--- src/rtl/run_sequencer.sv ---
// Multi-stage run timer: latches per-stage durations and an enable mask, then counts
// each valid stage down in units of TICK_DIV clocks with pause, resume and abort.
module run_sequencer #(
  parameter int unsigned NUM_STAGES = 3,
  parameter int unsigned TIME_W     = 4,
  parameter int unsigned TICK_DIV   = 50000000
) (
  input  logic                           clk,
  input  logic                           rst,
  input  logic [2:0]                     state,
  input  logic [NUM_STAGES*TIME_W-1:0]   cfg_time,
  input  logic [NUM_STAGES-1:0]          stage_en,
  output logic                           busy,
  output logic [((NUM_STAGES > 1) ? $clog2(NUM_STAGES) : 1)-1:0] cur_stage,
  output logic [TIME_W-1:0]              remain,
  output logic [TIME_W+$clog2(NUM_STAGES+1)-1:0] total_remain,
  output logic                           stage_done,
  output logic                           had_finish,
  output logic                           aborted
);

  localparam int unsigned SW    = (NUM_STAGES > 1) ? $clog2(NUM_STAGES) : 1;
  localparam int unsigned TW    = TIME_W + $clog2(NUM_STAGES + 1);
  localparam int unsigned CFG_W = NUM_STAGES * TIME_W;
  localparam int unsigned CW    = $clog2(TICK_DIV);

  localparam logic [2:0] CMD_OFF   = 3'd0;
  localparam logic [2:0] CMD_SET   = 3'd1;
  localparam logic [2:0] CMD_RUN   = 3'd3;
  localparam logic [2:0] CMD_PAUSE = 3'd5;
  localparam logic [2:0] CMD_ABORT = 3'd6;

  typedef enum logic [2:0] {
    S_IDLE,
    S_LOADED,
    S_RUN,
    S_PAUSE,
    S_DONE
  } fsm_t;

  fsm_t              fsm;
  logic [CFG_W-1:0]  cfg_lat;
  logic [NUM_STAGES-1:0] en_lat;
  logic [CW-1:0]     tick;

  logic [TW-1:0]     sum_lat;
  logic [TW-1:0]     sum_in;
  logic              first_found;
  logic [SW-1:0]     first_idx;
  logic [TIME_W-1:0] first_time;
  logic              next_found;
  logic [SW-1:0]     next_idx;
  logic [TIME_W-1:0] next_time;
  logic              tick_wrap;
  logic              run_step;
  logic              cfg_idle_ok;

  // Stage sums and the first / next-higher valid stage of the latched configuration.
  always_comb begin
    sum_lat     = '0;
    sum_in      = '0;
    first_found = 1'b0;
    first_idx   = '0;
    first_time  = '0;
    next_found  = 1'b0;
    next_idx    = '0;
    next_time   = '0;
    for (int i = 0; i < int'(NUM_STAGES); i++) begin
      if (en_lat[i] && (cfg_lat[i*TIME_W +: TIME_W] != '0)) begin
        sum_lat = sum_lat + TW'(cfg_lat[i*TIME_W +: TIME_W]);
        if (!first_found) begin
          first_found = 1'b1;
          first_idx   = SW'(i);
          first_time  = cfg_lat[i*TIME_W +: TIME_W];
        end
        if (!next_found && (i > int'(cur_stage))) begin
          next_found = 1'b1;
          next_idx   = SW'(i);
          next_time  = cfg_lat[i*TIME_W +: TIME_W];
        end
      end
      if (stage_en[i] && (cfg_time[i*TIME_W +: TIME_W] != '0)) begin
        sum_in = sum_in + TW'(cfg_time[i*TIME_W +: TIME_W]);
      end
    end
  end

  assign tick_wrap   = (tick == CW'(TICK_DIV - 1));
  assign cfg_idle_ok = (fsm == S_IDLE) || (fsm == S_LOADED) || (fsm == S_DONE);

  // Time advances on every edge that leaves the FSM in RUN from RUN or PAUSE.
  always_comb begin
    run_step = 1'b0;
    if (fsm == S_RUN) begin
      run_step = (state != CMD_OFF) && (state != CMD_PAUSE) && (state != CMD_ABORT);
    end else if (fsm == S_PAUSE) begin
      run_step = (state == CMD_RUN);
    end
  end

  always_ff @(posedge clk or posedge rst) begin
    if (rst) begin
      fsm          <= S_IDLE;
      cfg_lat      <= '0;
      en_lat       <= '0;
      tick         <= '0;
      busy         <= 1'b0;
      cur_stage    <= '0;
      remain       <= '0;
      total_remain <= '0;
      stage_done   <= 1'b0;
      had_finish   <= 1'b0;
      aborted      <= 1'b0;
    end else begin
      stage_done <= 1'b0;
      aborted    <= 1'b0;

      case (state)
        CMD_OFF: begin
          fsm          <= S_IDLE;
          cfg_lat      <= '0;
          en_lat       <= '0;
          tick         <= '0;
          busy         <= 1'b0;
          cur_stage    <= '0;
          remain       <= '0;
          total_remain <= '0;
          had_finish   <= 1'b0;
        end
        CMD_SET: begin
          if (cfg_idle_ok) begin
            fsm          <= S_LOADED;
            cfg_lat      <= cfg_time;
            en_lat       <= stage_en;
            busy         <= 1'b0;
            cur_stage    <= '0;
            remain       <= '0;
            total_remain <= sum_in;
            had_finish   <= 1'b0;
          end
        end
        CMD_RUN: begin
          if ((fsm == S_IDLE) || (fsm == S_LOADED)) begin
            tick <= '0;
            if (first_found) begin
              fsm          <= S_RUN;
              busy         <= 1'b1;
              cur_stage    <= first_idx;
              remain       <= first_time;
              total_remain <= sum_lat;
            end else begin
              fsm          <= S_DONE;
              busy         <= 1'b0;
              cur_stage    <= '0;
              remain       <= '0;
              total_remain <= '0;
              had_finish   <= 1'b1;
            end
          end else if (fsm == S_PAUSE) begin
            fsm <= S_RUN;
          end
        end
        CMD_PAUSE: begin
          if (fsm == S_RUN) begin
            fsm <= S_PAUSE;
          end
        end
        CMD_ABORT: begin
          if ((fsm == S_RUN) || (fsm == S_PAUSE)) begin
            fsm          <= S_LOADED;
            tick         <= '0;
            busy         <= 1'b0;
            cur_stage    <= '0;
            remain       <= '0;
            total_remain <= sum_lat;
            aborted      <= 1'b1;
          end
        end
        default: ;
      endcase

      // Unit countdown; a finished stage hands over to the next valid one on the same edge.
      if (run_step) begin
        if (tick_wrap) begin
          tick <= '0;
          if (remain != '0) begin
            total_remain <= total_remain - TW'(1);
            if (remain == TIME_W'(1)) begin
              stage_done <= 1'b1;
              if (next_found) begin
                cur_stage <= next_idx;
                remain    <= next_time;
              end else begin
                fsm          <= S_DONE;
                busy         <= 1'b0;
                cur_stage    <= '0;
                remain       <= '0;
                total_remain <= '0;
                had_finish   <= 1'b1;
              end
            end else begin
              remain <= remain - TIME_W'(1);
            end
          end
        end else begin
          tick <= tick + CW'(1);
        end
      end
    end
  end

endmodule

--- config.mk ---
export PLATFORM = sky130hd
export DESIGN_NAME = run_sequencer
export DESIGN_NICKNAME = d
export VERILOG_FILES = /design/src/rtl/run_sequencer.sv
export SDC_FILE = /design/constraint.sdc
export NUM_CORES = 1
export LEC_CHECK = 0
export CAP_MARGIN = 20
export CORE_MARGIN = 2
export CORE_UTILIZATION = 55
export DETAILED_ROUTE_END_ITERATION = 16
export PLACE_DENSITY = 0.87
export SYNTH_ARGS = -nofsm -noshare
export SYNTH_HDL_FRONTEND = slang
export SYNTH_SLANG_ARGS = --single-unit
--- constraint.sdc ---
create_clock -name clk -period 5.6 [get_ports clk]
set_input_delay 1.4 -clock clk [delete_from_list [all_inputs] [get_ports clk]]
set_output_delay 1.4 -clock clk [all_outputs]
set_load 0.05 [all_outputs]
==> results.toml, run 1 <==
[grt]
grt_max_degree = 61
grt_pass1_vias = 4162
grt-ovfl-total = 0
gr-usage-all-layers_pct = 27.35
grt_pass1_wl_um = 19450
grt_antenna_before_repair = 0

[worst_setup_path]
crit_fanout = 5
end_kind = "flip-flop"
setup.worst_path.class = "in -> reg"
critPathLaunchType = "primary input"
worstSetupStartpoint = "stage_en[0]"
rr_startpoint = "en_lat[0]"
worst-endpoint-required_ns = 5.82
crit_arrival_ns = 4.47

[clocking]
cts_max_path_buffers = 2
clk_pin_slew_worst_paths_ns = 0.07
cts_resized = 0
clk_latency_ns = 0.34
cts_tree = "built"
ctsHoldBuffers = 0
cts.sinks = 60
cts_made_buffers = 9
htreeDepth = 3
post-cts-setup-buffers = 0
cts-root-buf = "clkbuf_8"

[floorplan]
fp.dieW_um = 94.60
core-area_sq_um = 8093
fp-row-count = 33
die_area_sq_um = 8948
io_pins = 36
die_h_um = 94.60
initial_core_util_pct = 55.78

[route]
wl_per_cell_um = 16.72
dr_total_vias = 4362
drtIter0Drc = 398
detail_route.vias_per_cell = 6.285
drc = 0
ant_nets = 0
routed_wl_um = 11600
drt_pass1_iterations = 6

[outcome]
status = "complete, no violations"

[synthesis]
synth_fa_ha_area_share_pct = 7.539
synthArstFlopShare_pct = 100.0
synth_top_family_by_area = "simple AND/OR/NAND/NOR gates"
ys_warn_count = 0
syn_area_sq_um = 4514
synth_edf_count = 0
synth-compound-area-share_pct = 23.84
netlist_instances = 558
yosysSeqAreaShare_pct = 33.26
synth-seq-cells = 60
synth_xor_area_share_pct = 3.492
synth_simple_gate_area_share_pct = 25.91
synthMuxAreaShare_pct = 1.414
synth_cell_types = 67
synth_fp_nets = 602
synth_flop_cell = "dfrtp_1"
synth.avg_cell_area_sq_um = 8.090

[hold_path]
hold_path.class = "reg -> reg"
holdCritStartpoint = "tick[15]"

[place]
io_buffers = 35
place_area_sq_um = 4922
placed_cells = 679
dpl.hpwl_um = 8310
place_congestion = 0.9189

[finish]
finalNetCount = 629
area_growth_pct = 14.00
diodes = 0
final_layout_size_suffix_gt1_share_pct = 7.301
final_area_sq_um = 5146
fin_cells = 694
postLayoutCoreUtil_pct = 63.59

[sta]
finalCritPeriodShare_pct = 75.97
fin_skew_ns = 0.01229
fmax_ghz = 0.2351
final_max_slew_viol_count = 0
slew_headroom_pct = 29.78
tightest_slew_ns = 1.049
hold_ws_ns = 0.4793
finalHoldViolations = 0
layout_min_cycle_time_ns = 4.254
rsz0062_at_grt = "false"
finalSetupTns_ns = 0
setup_viol = 0

[run]
cap_violations = 0

[power_and_ir_drop]
power.density_nw_per_um2 = 244.5
p_leak_nw = 2.161
ir_worst_vdd_mv = 0.1666
cell families (layout without fill, tap and decap cells):
logic type	Yosys count	count (layout)
DFF	60	60
xor gates and xnor gates	18	18
muxes	6	6
AOI/OAI and AO/OA	170	170
and+or+nand+nor	233	233
buffers and inverters	46	77
adders and majority gates	25	25
cell usage in the layout (no fill, tap or decap), types with 4 or more instances in the layout:
| master | count |
|---|---|
| o22ai_1 | 7 |
| nor4_1 | 4 |
| nand3_1 | 29 |
| and2_1 | 7 |
| buf_4 | 6 |
| or3_1 | 4 |
| xnor2_1 | 12 |
| clkdlybuf4s50_1 | 35 |
| a21oi_1 | 49 |
| a21o_1 | 6 |
| ha_1 | 20 |
| o31ai_1 | 13 |
| xor2_1 | 6 |
| nor2b_1 | 17 |
| fa_1 | 4 |
| o21ai_0 | 53 |
| nor2_1 | 42 |
| clkbuf_8 | 11 |
| o211ai_1 | 4 |
| nor3_1 | 10 |
| nand2_1 | 81 |
| inv_1 | 20 |
| dfrtp_1 | 60 |
| nand2b_1 | 7 |
| and3_1 | 6 |
| nand4_1 | 4 |
| a22o_1 | 4 |
where the power goes:
group	switching, mW	internal, mW
Sequential	0.0486	0.460
Clock	0.171	0.272
Combinational	0.192	0.115
layout make-up:
class / count / area (sq um)
Inverter: 21 / 78.83
Clock buffer: 11 / 151.4
Multi-Input combinational cell: 452 / 2815
Timing Repair Buffer: 41 / 395.4
Fill cell: 691 / 2947
Sequential cell: 60 / 1501
Tap cell: 105 / 131.4
Clock inverter: 4 / 72.57
state kept, by name, summed over array words and instances, names as in the netlist:
| signal | flops |
|---|---|
| remain | 4 |
| fsm | 3 |
| en_lat | 3 |
| cfg_lat | 12 |
| busy | 1 |
| total_remain | 6 |
| tick | 26 |
| cur_stage | 2 |
| stage_done | 1 |
| aborted | 1 |
| had_finish | 1 |
routing by layer:
layer,track usage (%),vias up,part of all wire (%)
met5,0,-,0
met4,11.11,0,2.2
met3,5.028,29,6.0
met2,44.35,172,49
met1,36.20,2099,43
li1,-,2062,-
worst max-delay path, stage by stage:
cell	delay (ns)
clkdlybuf4s50_1	0.46
and2_1	0.20
ha_1	0.21
fa_1	0.40
xnor2_1	0.14
o21ai_0	0.26
ha_1	0.32
nor2b_1	0.16
o21a_1	0.16
o21ai_0	0.18
xor2_1	0.23
o221ai_1	0.14
o211ai_1	0.12
nand3_1	0.09
final timing paths:
check / to / slack, ns / cells after the start
min in group asynchronous: remain[0] / 1.57 / 3
max reg2reg: total_remain[3] / 2.19 / 13
min: tick[15] / 0.48 / 1
max: total_remain[4] / 1.35 / 14
min reg2reg: tick[15] / 0.48 / 1
max in group asynchronous: cfg_lat[5] / 3.50 / 3
cells in the mapped netlist (4+ instances only):
cell type  instances  area, sq um
a21o_1             6        45.04
a21oi_1           49        245.2
a22o_1             4        35.03
and2_1             7        43.79
and3_1             6        37.54
buf_2              8        40.04
clkbuf_1          11        41.29
dfrtp_1           60         1501
fa_1               4        80.08
ha_1              20        250.2
inv_1             21        78.83
nand2_1           81        304.0
nand2b_1           7        43.79
nand3_1           29        145.1
nand4_1            4        25.02
nor2_1            42        157.7
nor2b_1           17        106.4
nor3_1            10        50.05
nor4_1             4        25.02
o211ai_1           4        30.03
o21ai_0           53        265.3
o22ai_1            7        43.79
o31ai_1           13        97.59
or3_1              4        25.02
xnor2_1           12        105.1
xor2_1             6        52.55
per-stage QoR:
step           worst slack (ns)  power, mW
2_1_floorplan             1.702     0.7191
3_3_place_gp              1.106     0.8027
3_5_place_dp              1.026     0.8134
4_1_cts                   1.374      1.256
5_1_grt                   1.103      1.318
6_report                  1.346      1.258
No activity file was read; power rests on OpenSTA's default activity.
==> run 2, diff against run 1 <==
- CORE_UTILIZATION: 55 -> 54
- PLACE_DENSITY: 0.87 -> 0.89
- clock period: 5.6 -> 3.42 ns (I/O delays scaled with it)
==> run 2 against run 1 <==
Net effect:
- critical path depth fell by 1
- combinational power rose by 79%
- flip-flop and latch count did not move
- sequential share of layout area fell by 1.5 points
- count of clock-buffer cells in the layout fell by 1
- critical endpoint unchanged
- largest cell class unchanged
- highest routed layer unchanged
==> results.toml, run 2 (synthesized netlist as in run 1, its figures left out) <==
[grt]
grt_antenna_before_repair = 0
grt-ovfl-total = 0
grt_pass1_wl_um = 20250
grt_pass1_vias = 4391
gr-usage-all-layers_pct = 28.41
grt_max_degree = 33

[floorplan]
die_h_um = 95.43
die_area_sq_um = 9107
core-area_sq_um = 8175
fp.dieW_um = 95.43
fp-row-count = 33
initial_core_util_pct = 55.22
io_pins = 36

[place]
place_area_sq_um = 5102
io_buffers = 35
dp_slack_ns = -0.5866
place_congestion = 0.9451
dpl.hpwl_um = 9067

[finish]
area_growth_pct = 20.20
layout_common_cells = "nand2_1 (81), dfrtp_1 (60), o21ai_0 (50)"
layout_commonest_cell = "nand2_1"
largest_register_ffs = 26
final_layout_size_suffix_gt1_share_pct = 13.13
diodes = 0
final_area_sq_um = 5426
regMostFlops = "tick"
reg.largest.list = "tick: 26 flops, cfg_lat: 12 flops, total_remain: 6 flops"
postLayoutCoreUtil_pct = 66.38
finalNetCount = 656

[clocking]
cts_tree = "built"
clk_latency_ns = 0.35
cts_made_buffers = 9
cts_max_path_buffers = 2
htreeDepth = 3
cts.sinks = 60
clk_pin_slew_worst_paths_ns = 0.07
cts-root-buf = "clkbuf_8"

[sta]
hold_ws_ns = 0.4797
fin_skew_ns = 0.01195
finalCritPeriodShare_pct = 97.21
layout_setup_ws_ns = 0.09549
final_max_slew_viol_count = 0
rsz0062_at_grt = "false"
tightest_slew_ns = 0.6491
finalHoldViolations = 0
layout_min_cycle_time_ns = 3.325
setup_viol = 0
fmax_ghz = 0.3008
slew_headroom_pct = 56.66

[route]
wl_per_cell_um = 16.93
routed_wl_um = 12230
drtIter0Drc = 385
ant_nets = 0
detail_route.vias_per_cell = 6.393
drc = 0
drt_pass1_iterations = 6
dr_total_vias = 4616

[worst_setup_path]
crit_arrival_ns = 3.56
crit_slowest_cell = "clkdlybuf4s50_1"
end_kind = "flip-flop"
setup.worst_path.class = "in -> reg"
crit_fanout = 3
critPathLaunchType = "primary input"
path_cells = "clkdlybuf4s50_1 -> o41ai_4 -> mux2_2 -> ha_1 -> inv_1 -> fa_2 -> nor2b_2 -> o21a_1 -> o21ai_1 -> xor2_1 -> o221ai_1 -> o211ai_1 -> nand3_1"
worst-endpoint-required_ns = 3.65
crit_path_max_incr_delay_ns = 0.46

[power_and_ir_drop]
ir_worst_vdd_mv = 0.2379
power.switching_mw = 0.7166
p_leak_nw = 2.341
pwr-share-comb_pct = 25.1
clkPwrFrac_pct = 37.0
p_int_mw = 1.476
switching_share_pct = 32.68
power.density_nw_per_um2 = 404.1
power_frac_seq_pct = 37.9
p_total_mw = 2.193

[hold_path]
hold_path.class = "reg -> reg"

[outcome]
status = "complete, no violations"

[run]
cap_violations = 0
==> run 2: changes by cell type in the layout (fill, tap and decap cells not counted), sizes merged <==
cell           before  now
buf                 6   33
clkdlybuf4s50      35   29
dlymetal6s2s        0    3
dlygate4sd2         0    2
bufinv              2    3
clkbuf             11   10
clkdlybuf4s15       0    1
clkinv              1    2
==> run 2: power by group through the flow <==
stage	logic (mW)	registers, mW	clock network (mW)
after floorplan	0.312	0.866	0
after global placement	0.500	0.836	0
after detailed placement	0.525	0.839	0
after CTS	0.538	0.825	0.810
after global routing	0.602	0.839	0.853
final	0.551	0.831	0.811
==> run 2: through the flow <==
| step | std cells | TNS [ns] |
|---|---|---|
| detailed placement | 703 | -2.300 |
| finish | 722 | 0 |
| CTS | 722 | 0 |
| global placement | 703 | -1.800 |
| global route | 722 | 0 |
| floorplan | 558 | 0 |
==> run 2: timing repair <==
| item | 4_1_cts | 5_1_grt |
|---|---|---|
| endpoints found under the setup margin | 4 | 5 |
| pin swaps | 5 | 10 |
| setup buffers | 3 | 0 |
| endpoints found under the hold margin | 0 | 0 |
| resized for setup | 13 | 10 |
| hold buffers | 0 | 0 |
==> run 2: layout make-up <==
type                       instances  area, sq um
multi-input combinational        452         2863
fill                             647         2749
sequential                        60         1501
timing repair buffer              68        603.1
clock buffer                      10        137.6
tap                              105        131.4
clock inverter                     6        111.4
inverter                          21        78.83
==> run 2: final timing paths <==
path	slack, ns	depth (start not counted)	endpoint	startpoint
min reg2reg	0.48	1	tick[15]	tick[15]
max in group asynchronous	1.80	3	cfg_lat[7]	rst
min	0.48	1	tick[15]	tick[15]
max	0.1	13	total_remain[4]	cfg_time[6]
min in group asynchronous	0.92	2	cur_stage[0]	rst
max reg2reg	0.30	13	total_remain[3]	cfg_lat[0]
==> run 2: routing by layer <==
metal | vias to the layer above | track usage [%] | wire length [um]
met1 | 2200 | 35.88 | 5058
met2 | 253 | 47.24 | 5821
li1 | 2121 | - | -
met5 | - | 0 | 0
met4 | 0 | 10.83 | 325
met3 | 42 | 6.719 | 1022
==> run 2: critical path: cells and delay by family <==
kind	cells	cell delay [ns]
AOI/OAI and AO/OA	5	0.97
xor gates and xnor gates	1	0.23
adders and majority gates	2	0.42
buffers and inverters	2	0.55
muxes	1	0.40
and+or+nand+nor	2	0.14
==> run 3, diff against run 2 <==
- CORE_UTILIZATION: 54 -> 55
- PLACE_DENSITY: 0.89 -> 0.87
- SETUP_SLACK_MARGIN: default -> 0.3
- clock period: 3.42 -> 4 ns (I/O delays scaled with it)
==> run 3 against run 2 <==
Net effect:
- non-clock buffer count down 12
- sequential share of layout area up 0.53 points
- core utilization down 0.59 points
==> results.toml, run 3 (synthesized netlist as in run 1, its figures left out) <==
[power_and_ir_drop]
ir_worst_vdd_mv = 0.2448
clkPwrFrac_pct = 37.6
switching_share_pct = 32.95
p_total_mw = 1.867
p_leak_nw = 2.260
pwr-share-comb_pct = 24.3
power.switching_mw = 0.6153
p_int_mw = 1.252
power_frac_seq_pct = 38.1
power.density_nw_per_um2 = 350.7

[sta]
fin_skew_ns = 0.01413
setup_viol = 0
tightest_slew_ns = 0.7964
finalCritPeriodShare_pct = 89.33
rsz0062_at_grt = "true"
slew_headroom_pct = 46.90
finalHoldViolations = 0
final_max_slew_viol_count = 0
fmax_ghz = 0.2799
layout_setup_ws_ns = 0.4269
layout_min_cycle_time_ns = 3.573

[worst_setup_path]
crit_arrival_ns = 3.81
rr_startpoint = "cfg_lat[4]"
crit_end = "total_remain[4]"
worst_r2r_path_depth = 12
end_kind = "flip-flop"
crit_slowest_cell = "clkdlybuf4s50_1"
r2r-end = "total_remain[3]"
path_cells = "clkdlybuf4s50_1 -> o41ai_4 -> mux2_2 -> ha_1 -> inv_1 -> fa_2 -> nor2b_2 -> o21a_1 -> o21ai_2 -> xor2_1 -> o221ai_1 -> o211ai_1 -> nand3_1"
crit_fanout = 3
setup.worst_path.class = "in -> reg"
critPathLaunchType = "primary input"
worst-endpoint-required_ns = 4.23
worstSetupStartpoint = "cfg_time[7]"
regToRegSetupSlack_ns = 0.67
crit_path_max_incr_delay_ns = 0.51

[finish]
diodes = 0
layout_commonest_cell = "nand2_1"
layout_common_cells = "nand2_1 (81), dfrtp_1 (60), o21ai_0 (51)"
area_growth_pct = 17.93
finalNetCount = 644
largest_register_ffs = 26
reg.largest.list = "tick: 26 flops, cfg_lat: 12 flops, total_remain: 6 flops"
postLayoutCoreUtil_pct = 65.79
regMostFlops = "tick"
final_layout_size_suffix_gt1_share_pct = 11.40

[clocking]
cts-root-buf = "clkbuf_8"
clk_pin_slew_worst_paths_ns = 0.08
cts.sinks = 60
cts_max_path_buffers = 2
cts_tree = "built"
ctsHoldBuffers = 0
htreeDepth = 3
cts_made_buffers = 9
clk_latency_ns = 0.35

[floorplan]
initial_core_util_pct = 55.78
core-area_sq_um = 8093
die_area_sq_um = 8948
die_h_um = 94.60
io_pins = 36
fp.dieW_um = 94.60
fp-row-count = 33

[route]
drt_pass1_iterations = 5
drtIter0Drc = 326
routed_wl_um = 11830
dr_total_vias = 4441
wl_per_cell_um = 16.67
ant_nets = 0
drc = 0
detail_route.vias_per_cell = 6.255

[hold_path]
hold_path.class = "reg -> reg"

[place]
place_congestion = 0.9694
io_buffers = 35
dpl.hpwl_um = 8543
dp_slack_ns = -0.1859

[grt]
grt_pass1_wl_um = 19420
grt_pass1_vias = 4129
grt_max_degree = 33
gr-usage-all-layers_pct = 27.32
grt_antenna_before_repair = 0
grt-ovfl-total = 0

[outcome]
status = "complete, no violations"

[run]
cap_violations = 0
-- run 3: cell type report --
class                      instances  area, sq um
fill                             669         2769
timing repair buffer              56        509.2
multi-input combinational        452         2854
clock buffer                      10        137.6
inverter                          21        78.83
sequential                        60         1501
clock inverter                     6        111.4
tap                              105        131.4
-- run 3: power by group through the flow --
stage / Sequential [mW] / Clock (mW) / Combinational [mW]
floorplan: 0.740 / 0 / 0.267
global placement: 0.718 / 0 / 0.418
detailed placement: 0.719 / 0 / 0.435
CTS: 0.707 / 0.703 / 0.442
global route: 0.716 / 0.727 / 0.502
finish: 0.711 / 0.703 / 0.453
-- run 3: routing by layer --
metal  vias up  part of all wire (%)  global-route usage (%)  wire length (um)
met5         -                     0                       0                 0
met4         0                   1.9                   8.092               225
met3        23                   4.7                   4.549               558
met2       157                    48                   45.48              5698
met1      2161                    45                   36.69              5351
li1       2100                     -                       -                 -
-- run 3: per-stage QoR --
stage	hold WS [ns]	std cells	setup TNS (ns)	instance area [sq um]
global route	0.4981	710	0	5324
global placement	0.4561	693	-0.09147	5027
detailed placement	0.4679	693	-0.3936	5027
floorplan	0.4375	558	0	4514
finish	0.4768	710	0	5324
CTS	0.4820	710	0	5290
-- run 3: worst min path at each step --
stage	startpoint	endpoint	slack [ns]	cells past startpoint
floorplan	tick[21]	tick[21]	0.44	1
global placement	tick[15]	tick[15]	0.46	1
detailed placement	had_finish	had_finish	0.47	2
CTS	tick[15]	tick[15]	0.48	1
global route	tick[15]	tick[15]	0.50	1
finish	tick[15]	tick[15]	0.48	1
-- run 3: critical path, delay by kind of cell --
family          cells  cell delay [ns]
compound gates      5             1.04
xor+xnor            1             0.20
fa+ha+maj           2             0.42
mux                 1             0.42
buf+inv             2             0.59
simple gates        2             0.14
-- run 3: timing repair --
action | 4_1_cts | 5_1_grt
endpoints found under the hold margin | 0 | 0
pin swaps | 2 | 5
setup buffers | 1 | 0
endpoints found under the setup margin | 3 | 4
gates resized for setup | 5 | 11
